==> config.mk <==
export PLATFORM = sky130hd
export DESIGN_NAME = spike_argmax_classifier
export DESIGN_NICKNAME = d
export VERILOG_FILES = /design/src/rtl/spike_argmax_classifier.sv
export SDC_FILE = /design/constraint.sdc
export NUM_CORES = 1
export LEC_CHECK = 0
export ABC_CLOCK_PERIOD_IN_PS = 13180
export BUFFER_PORTS_ARGS = -buffer_cell sky130_fd_sc_hd__buf_2
export CORE_UTILIZATION = 64
export CTS_BUF_LIST = sky130_fd_sc_hd__clkbuf_8 sky130_fd_sc_hd__clkbuf_16
export DETAILED_ROUTE_END_ITERATION = 8
export GPL_ROUTABILITY_DRIVEN = 0
export PLACE_DENSITY = 0.86
export SETUP_SLACK_MARGIN = 0.15
export SKIP_LAST_GASP = 1
export SLEW_MARGIN = 20
export SYNTH_ARGS = -nofsm -noshare
export SYNTH_HDL_FRONTEND = slang
export SYNTH_SLANG_ARGS = --single-unit
export TNS_END_PERCENT = 50
==> constraint.sdc <==
create_clock -name clk -period 13.18 [get_ports clk]
set_input_delay 0 -clock clk [delete_from_list [all_inputs] [get_ports clk]]
set_output_delay 0 -clock clk [all_outputs]
set_load 0.005 [all_outputs]
==> src/rtl/spike_argmax_classifier.sv <==
// Output stage of the SNN path: counts per-channel spikes over one frame, then runs a
// sequential argmax scan and presents winner, count, margin and confidence via valid/ready.
module spike_argmax_classifier #(
    parameter int unsigned OUTPUT_SIZE   = 10,
    parameter int unsigned OUTPUT_WIDTH  = 4,
    parameter int unsigned COUNTER_WIDTH = 8,
    parameter int unsigned TIE_HIGH      = 0,
    parameter int unsigned MIN_MARGIN    = 1
) (
    input  logic                     clk,
    input  logic                     rstn,
    input  logic [OUTPUT_SIZE-1:0]   spike,
    input  logic                     in_valid,
    output logic                     in_ready,
    output logic [OUTPUT_WIDTH-1:0]  result,
    output logic [COUNTER_WIDTH-1:0] max_count,
    output logic [COUNTER_WIDTH-1:0] margin,
    output logic                     no_spike,
    output logic                     confident,
    output logic                     out_valid,
    input  logic                     out_ready
);

    typedef enum logic [1:0] {StIdle, StAccum, StScan, StHold} state_e;

    localparam logic [COUNTER_WIDTH-1:0] CntMax     = '1;
    localparam logic [OUTPUT_WIDTH-1:0]  LastK      = OUTPUT_WIDTH'(OUTPUT_SIZE - 1);
    localparam logic [COUNTER_WIDTH:0]   MinMarginW = (COUNTER_WIDTH + 1)'(MIN_MARGIN);

    state_e                   state_q;
    logic [COUNTER_WIDTH-1:0] cnt_q   [OUTPUT_SIZE];
    logic [COUNTER_WIDTH-1:0] cnt_inc [OUTPUT_SIZE];
    logic [OUTPUT_WIDTH-1:0]  scan_k_q;
    logic [COUNTER_WIDTH-1:0] best_q, second_q;
    logic [OUTPUT_WIDTH-1:0]  idx_q;

    logic [COUNTER_WIDTH-1:0] cur_cnt;
    logic [COUNTER_WIDTH-1:0] best_d, second_d, diff_d;
    logic [OUTPUT_WIDTH-1:0]  idx_d;
    logic                     take_best;
    logic                     accept;

    assign in_ready = (state_q == StIdle) || (state_q == StAccum);
    assign accept   = in_valid && in_ready;

    // Saturating increment: a full counter holds at its maximum instead of wrapping.
    always_comb begin
        for (int i = 0; i < OUTPUT_SIZE; i++) begin
            cnt_inc[i] = cnt_q[i];
            if (spike[i] && (cnt_q[i] != CntMax)) begin
                cnt_inc[i] = cnt_q[i] + 1'b1;
            end
        end
    end

    always_comb begin
        cur_cnt = '0;
        for (int i = 0; i < OUTPUT_SIZE; i++) begin
            if (scan_k_q == OUTPUT_WIDTH'(i)) begin
                cur_cnt = cnt_q[i];
            end
        end
    end

    assign take_best = (TIE_HIGH != 0) ? (cur_cnt >= best_q) : (cur_cnt > best_q);

    always_comb begin
        best_d   = best_q;
        second_d = second_q;
        idx_d    = idx_q;
        if (take_best) begin
            second_d = best_q;
            best_d   = cur_cnt;
            idx_d    = scan_k_q;
        end else if (cur_cnt > second_q) begin
            second_d = cur_cnt;
        end
    end

    assign diff_d = best_d - second_d;

    always_ff @(posedge clk) begin
        if (!rstn) begin
            state_q   <= StIdle;
            scan_k_q  <= '0;
            best_q    <= '0;
            second_q  <= '0;
            idx_q     <= '0;
            result    <= '0;
            max_count <= '0;
            margin    <= '0;
            no_spike  <= 1'b0;
            confident <= 1'b0;
            out_valid <= 1'b0;
            for (int i = 0; i < OUTPUT_SIZE; i++) begin
                cnt_q[i] <= '0;
            end
        end else begin
            unique case (state_q)
                StIdle: begin
                    if (accept) begin
                        state_q <= StAccum;
                        cnt_q   <= cnt_inc;
                    end
                end
                StAccum: begin
                    if (accept) begin
                        cnt_q <= cnt_inc;
                    end else begin
                        // Frame end cycle: nothing counted, scan starts next cycle.
                        state_q  <= StScan;
                        scan_k_q <= '0;
                        best_q   <= '0;
                        second_q <= '0;
                        idx_q    <= '0;
                    end
                end
                StScan: begin
                    best_q   <= best_d;
                    second_q <= second_d;
                    idx_q    <= idx_d;
                    scan_k_q <= scan_k_q + 1'b1;
                    if (scan_k_q == LastK) begin
                        result    <= idx_d;
                        max_count <= best_d;
                        margin    <= diff_d;
                        no_spike  <= (best_d == '0);
                        confident <= (best_d != '0) && ({1'b0, diff_d} >= MinMarginW);
                        out_valid <= 1'b1;
                        state_q   <= StHold;
                    end
                end
                StHold: begin
                    if (out_ready) begin
                        out_valid <= 1'b0;
                        state_q   <= StIdle;
                        for (int i = 0; i < OUTPUT_SIZE; i++) begin
                            cnt_q[i] <= '0;
                        end
                    end
                end
                default: state_q <= StIdle;
            endcase
        end
    end

endmodule

# Yosys cells after proc, flatten, opt, wreduce, memory -nomap -nowiden
# Index checks and enable logic that the tools add are counted.
# word_totals
ff_bits	129
latchBits	0
ram_bits	0
rom_bits	0
inputBits	14
memories	0
# op_classes
addsub	12
multipliers	0
div_mod_pow	0
magnitude_cmp	3
n_eq_ne	37
n_shift	0
n_mux	41
bitwise_logic	0
n_reduce_logical	35
# ops
op	n
2-to-1 mux 8 bit	24
2-to-1 mux 80 bit	2
one-hot mux 80 bit (2 select lines)	1
adder 8 x 1 -> 8 bit, second input constant	10
inequality test 8 bit, second input constant	10
AND reduction 4 bit	11
one-hot mux 8 bit (2 select lines)	2
inequality test 2 x 1 -> 1 bit, second input constant	11
equality test 4 x 3 -> 1 bit, second input constant	4
greater-than comparator 8 bit	2
one-hot mux 4 bit (2 select lines)	2
logical AND 1 bit	12
equality test 4 x 2 -> 1 bit, second input constant	2
equality test 4 bit, second input constant	2
greater-or-equal comparator 8 x 1 -> 1 bit, second input constant	1
logical NOT 8 bit	1
2-to-1 mux 2 bit	4
2-to-1 mux 4 bit	2
inequality test 2 bit, second input constant	4
one-hot mux 2 bit (4 select lines)	1
nonzero test 8 bit	1
subtractor 8 bit	1
nonzero test 2 bit	3
adder 4 x 1 -> 4 bit, second input constant	1
11 further kinds	14

# Longest topological paths before layout
# logic_depth
ltp_word	17
mapped_depth	31

# Worst setup path before layout
# OpenSTA, ideal clock, no wires.
# synth_timing
path_kind	flip-flop to flip-flop
start	register scan_k_q[0]
end	register confident
setup_ps	91
t_arrival_ps	5909
required_ps	13089
setup_slack_ps	7180
stages_incl_launch_ff	29
n_path_buf	5
path_cell_list	dfxtp_1 -> inv_1 -> ha_1 -> buf_4 -> buf_2 -> buf_1 -> nor2b_1 -> a311oi_1 -> a21oi_1 -> o22ai_1 -> a222oi_1 -> a21oi_1 -> ha_1 -> nand3_1 -> nor3_1 -> a21o_1 -> nor2_2 -> buf_2 -> buf_1 -> o21ai_0 -> ha_1 -> fa_1 -> a211oi_1 -> a211oi_1 -> maj3_2 -> maj3_2 -> maj3_2 -> xnor2_2 -> a311oi_1
# synth_via
elab_chain_cells	17
elab_cells_between_ends	30
# synth_lines
element	line	rtl
from (decl)	33	logic [OUTPUT_WIDTH-1:0] scan_k_q;
from (signal assigned)	122	scan_k_q <= scan_k_q + 1'b1;
logical NOT 4 bit	59	if (scan_k_q == OUTPUT_WIDTH'(i)) begin
2-to-1 mux 8 bit (10 in series)	59	
greater-than comparator 8 bit	75	end else if (cur_cnt > second_q) begin
2-to-1 mux 8 bit	75	
2-to-1 mux 8 bit	71	if (take_best) begin
subtractor 8 bit	80	assign diff_d = best_d - second_d;
greater-or-equal comparator 8 x 1 -> 1 bit	128	confident <= (best_d != '0) && ({1'b0, diff_d} >= MinMarginW);
logical AND 1 bit	128	
to (signal assigned)	128	
to (decl)	19	output logic confident,
# Parallel ways exist; a longest one is shown, timed or not.
# A chain may end at the register's enable or synchronous reset.

# Final worst setup path
# Same ends and word-level chain as after synthesis.

==> impl_metrics.tcl <==
set metrics [dict create \
    cts.path.max_buffers 2 \
    synth_top_area_share_pct 35.1 \
    worstMarginPinSlew_ns 1.07 \
    synth.most_common_cell "nor2_1" \
    worst_skew_pair.late_latency_ns 0.42 \
    cts_tree "done" \
    required_ns 13.50 \
    finalSetupViolations 0 \
    yosys_register_bits 129 \
    die_w_um 109 \
    cp_max_fo 28 \
    dieArea_sq_um 11900 \
    finalCritPeriodShare_pct 54.1 \
    rrSetupSlack_ns 6.05 \
    p_per_area_nw_per_um2 198 \
    syn2layout_area_growth_pct 10.7 \
    cp.arrival_ns 7.46 \
    r2r-end "confident" \
    drive_gt1_share_pct 10.1 \
    holdPathStages 2 \
    hold_viol 0 \
    num_rows 38 \
    min_path_type "in -> reg" \
    rsz0062_at_grt "false" \
    cts_buffers 17 \
    netlist_area_sq_um 7350 \
    setup_tns_ns 0 \
    post-place-ws_ns 6.16 \
    diodes 0 \
    syn_inst 928 \
    fill_cells 844 \
    slew-limit-headroom_pct 28.8 \
    h-tree-depth 4 \
    worst_slack_ns 6.05 \
    drt-pass1-iter-count 7 \
    post-route-drc-count 0 \
    finalMaxSlewViolations 0 \
    yosysSeqAreaShare_pct 35.1 \
    core_sq_um 11000 \
    synth.avg_cell_area_sq_um 7.93 \
    cts_sinks 129 \
    cts-root-buf "clkbuf_16" \
    vias 6946 \
    critPathBufInv 2 \
    start_util_pct 66.7 \
    start_kind "flip-flop" \
    numPortBuffers 37 \
    grt-ovfl-total 0 \
    die_h_um 109 \
    crit_type "reg -> reg" \
    grt_pass1_vias 6415 \
    power_mw 1.61 \
    reg2reg_from "scan_k_q[0]" \
    slowest_stage "nor2_2" \
    antenna_found_initial 0 \
    drt-initial-drc-count 710 \
    grt_first_pass_wirelength_um 31500 \
    drt-vias-per-instance 6.32 \
    syn-num-nets 980 \
    layout.nets 998 \
    synth_top_area_cell "dfxtp_1" \
    netlist-cell-type-count 69 \
    dp_hpwl_um 13100 \
    clk_pin_slew_ns 0.06 \
    grt_max_degree 43 \
    worstHoldStart "rstn" \
    synth_top_cells_by_area "dfxtp_1 (35%), nor2_1 (7.0%), ha_1 (6.3%)" \
    synth_warnings 0 \
    cts_setup_buffers 0 \
    cp-end-kind "flip-flop" \
    skew_ns 0.00691 \
    min_period_ns 7.13 \
    async_flop_share_pct 0 \
    synth-edff-count 0 \
    routed_wl_um 19200 \
    ant_nets 0 \
    holdPathEnd "state_q[0]" \
    wire_per_inst_um 17.5 \
    maxCapViolCount 0 \
    synth_flop_cell "dfxtp_1" \
    p_leak_nw 3.14 \
    io_pins 38 \
    worstPathCellList "inv_1 > ha_1 > inv_2 > a311oi_1 > o31ai_1 > o31ai_1 > a211oi_1 > a21oi_1 > ha_1 > nor2b_1 > o21bai_1 > and3_1 > nor2_2 > mux2i_1 > ha_1 > fa_1 > o21ai_0 > a211oi_1 > maj3_2 > maj3_2 > maj3_2 > xnor2_2 > a311oi_1" \
    status "completed" \
    grtUsageTotal_pct 34.4 \
    netlist_top_cells_count "nor2_1 (137), dfxtp_1 (129), nand2_1 (107)" \
    crit_path_max_incr_delay_ns 0.83 \
    cpLargestDelayFamily "adder cells" \
    fmax_ghz 0.140 \
    r2r_cells 23 \
    ir_worst_vdd_mv 0.224 \
]
cell usage in the layout, fill, tap and decap left out, types with 21 or more instances in the layout:
cell	count
a21oi_1	82
dfxtp_1	129
xor2_1	39
nand3_1	21
inv_1	29
buf_2	37
or3_1	22
nor2_1	137
o21ai_0	49
nand2_1	107
nand4_1	33
xnor2_1	21
ha_1	36
report_power, final:
part	switching [mW]	leakage (nW)	total, mW	internal, mW
logic	0.415	1.82	0.670	0.256
registers	0.0449	1.04	0.467	0.422
clock network	0.185	0.280	0.471	0.286
metal layers:
metal / GRT usage [%] / wire length, um / vias up
li1: - / - / 3329
met1: 46.5 / 8350 / 3210
met2: 53.4 / 8470 / 353
met3: 7.05 / 1910 / 54
met4: 14.1 / 496 / 0
met5: 0 / 0 / -
per-stage QoR:
step / instances / area (sq um) / hold WS, ns / utilization [%]
2_1_floorplan: 928 / 7350 / 0.187 / -
3_3_place_gp: 1066 / 7530 / 0.323 / 68.3
3_5_place_dp: 1066 / 7530 / 0.348 / 68.3
4_1_cts: 1099 / 8140 / 0.0411 / 73.8
5_1_grt: 1099 / 8140 / 0.0562 / 73.8
6_report: 1099 / 8140 / 0.0655 / 73.8
worst register-to-register path: cells and delay by family (launching register included):
kind | cells | cell delay (ns)
adder cells (fa/ha/maj) | 7 | 2.72
AO/OA/AOI/OAI | 9 | 1.93
AND/OR/NAND/NOR | 3 | 1.18
flip-flops | 1 | 0.37
buffers and inverters | 2 | 0.37
multiplexers | 1 | 0.32
XOR/XNOR | 1 | 0.15
final cells by class:
type / instances / area, sq um / area share [%]
multi-input cells: 724 / 4450 / 54.6
well taps: 140 / 175 / 2.15
inverters: 33 / 124 / 1.52
flip-flops and latches: 129 / 2580 / 31.7
repair buffers: 41 / 218 / 2.67
clock buffers: 18 / 439 / 5.39
clock inverters: 14 / 156 / 1.92
sequential cells by signal (all words and copies together) (netlist names):
| name | cells |
|---|---|
| cnt_q | 80 |
| best_q | 8 |
| margin | 8 |
| max_count | 8 |
| second_q | 8 |
| idx_q | 4 |
| result | 4 |
| scan_k_q | 4 |
| state_q | 2 |
| confident | 1 |
| no_spike | 1 |
| out_valid | 1 |
timing repair:
action                    4_1_cts  5_1_grt
hold endpoints to repair        1        0
hold buffers                    1        0
gates resized for setup         0        0
worst max path at each step:
stage / startpoint / to / slack (ns) / cells after the start
finish: scan_k_q[0] / confident / 6.05 / 23
detailed placement: scan_k_q[0] / confident / 6.16 / 22
global placement: scan_k_q[0] / confident / 6.39 / 20
CTS: scan_k_q[0] / confident / 6.02 / 22
floorplan: scan_k_q[0] / confident / 7.18 / 28
global route: scan_k_q[0] / confident / 5.49 / 23
cell families after synthesis:
group | share of synthesized area (%)
buffers and inverters | 4.44
adders and majority gates | 7.33
xor gates and xnor gates | 7.37
DFF | 35.1
AOI/OAI and AO/OA | 19.0
and+or+nand+nor | 24.0
muxes | 2.76
Power figures use the tool's default switching activity.
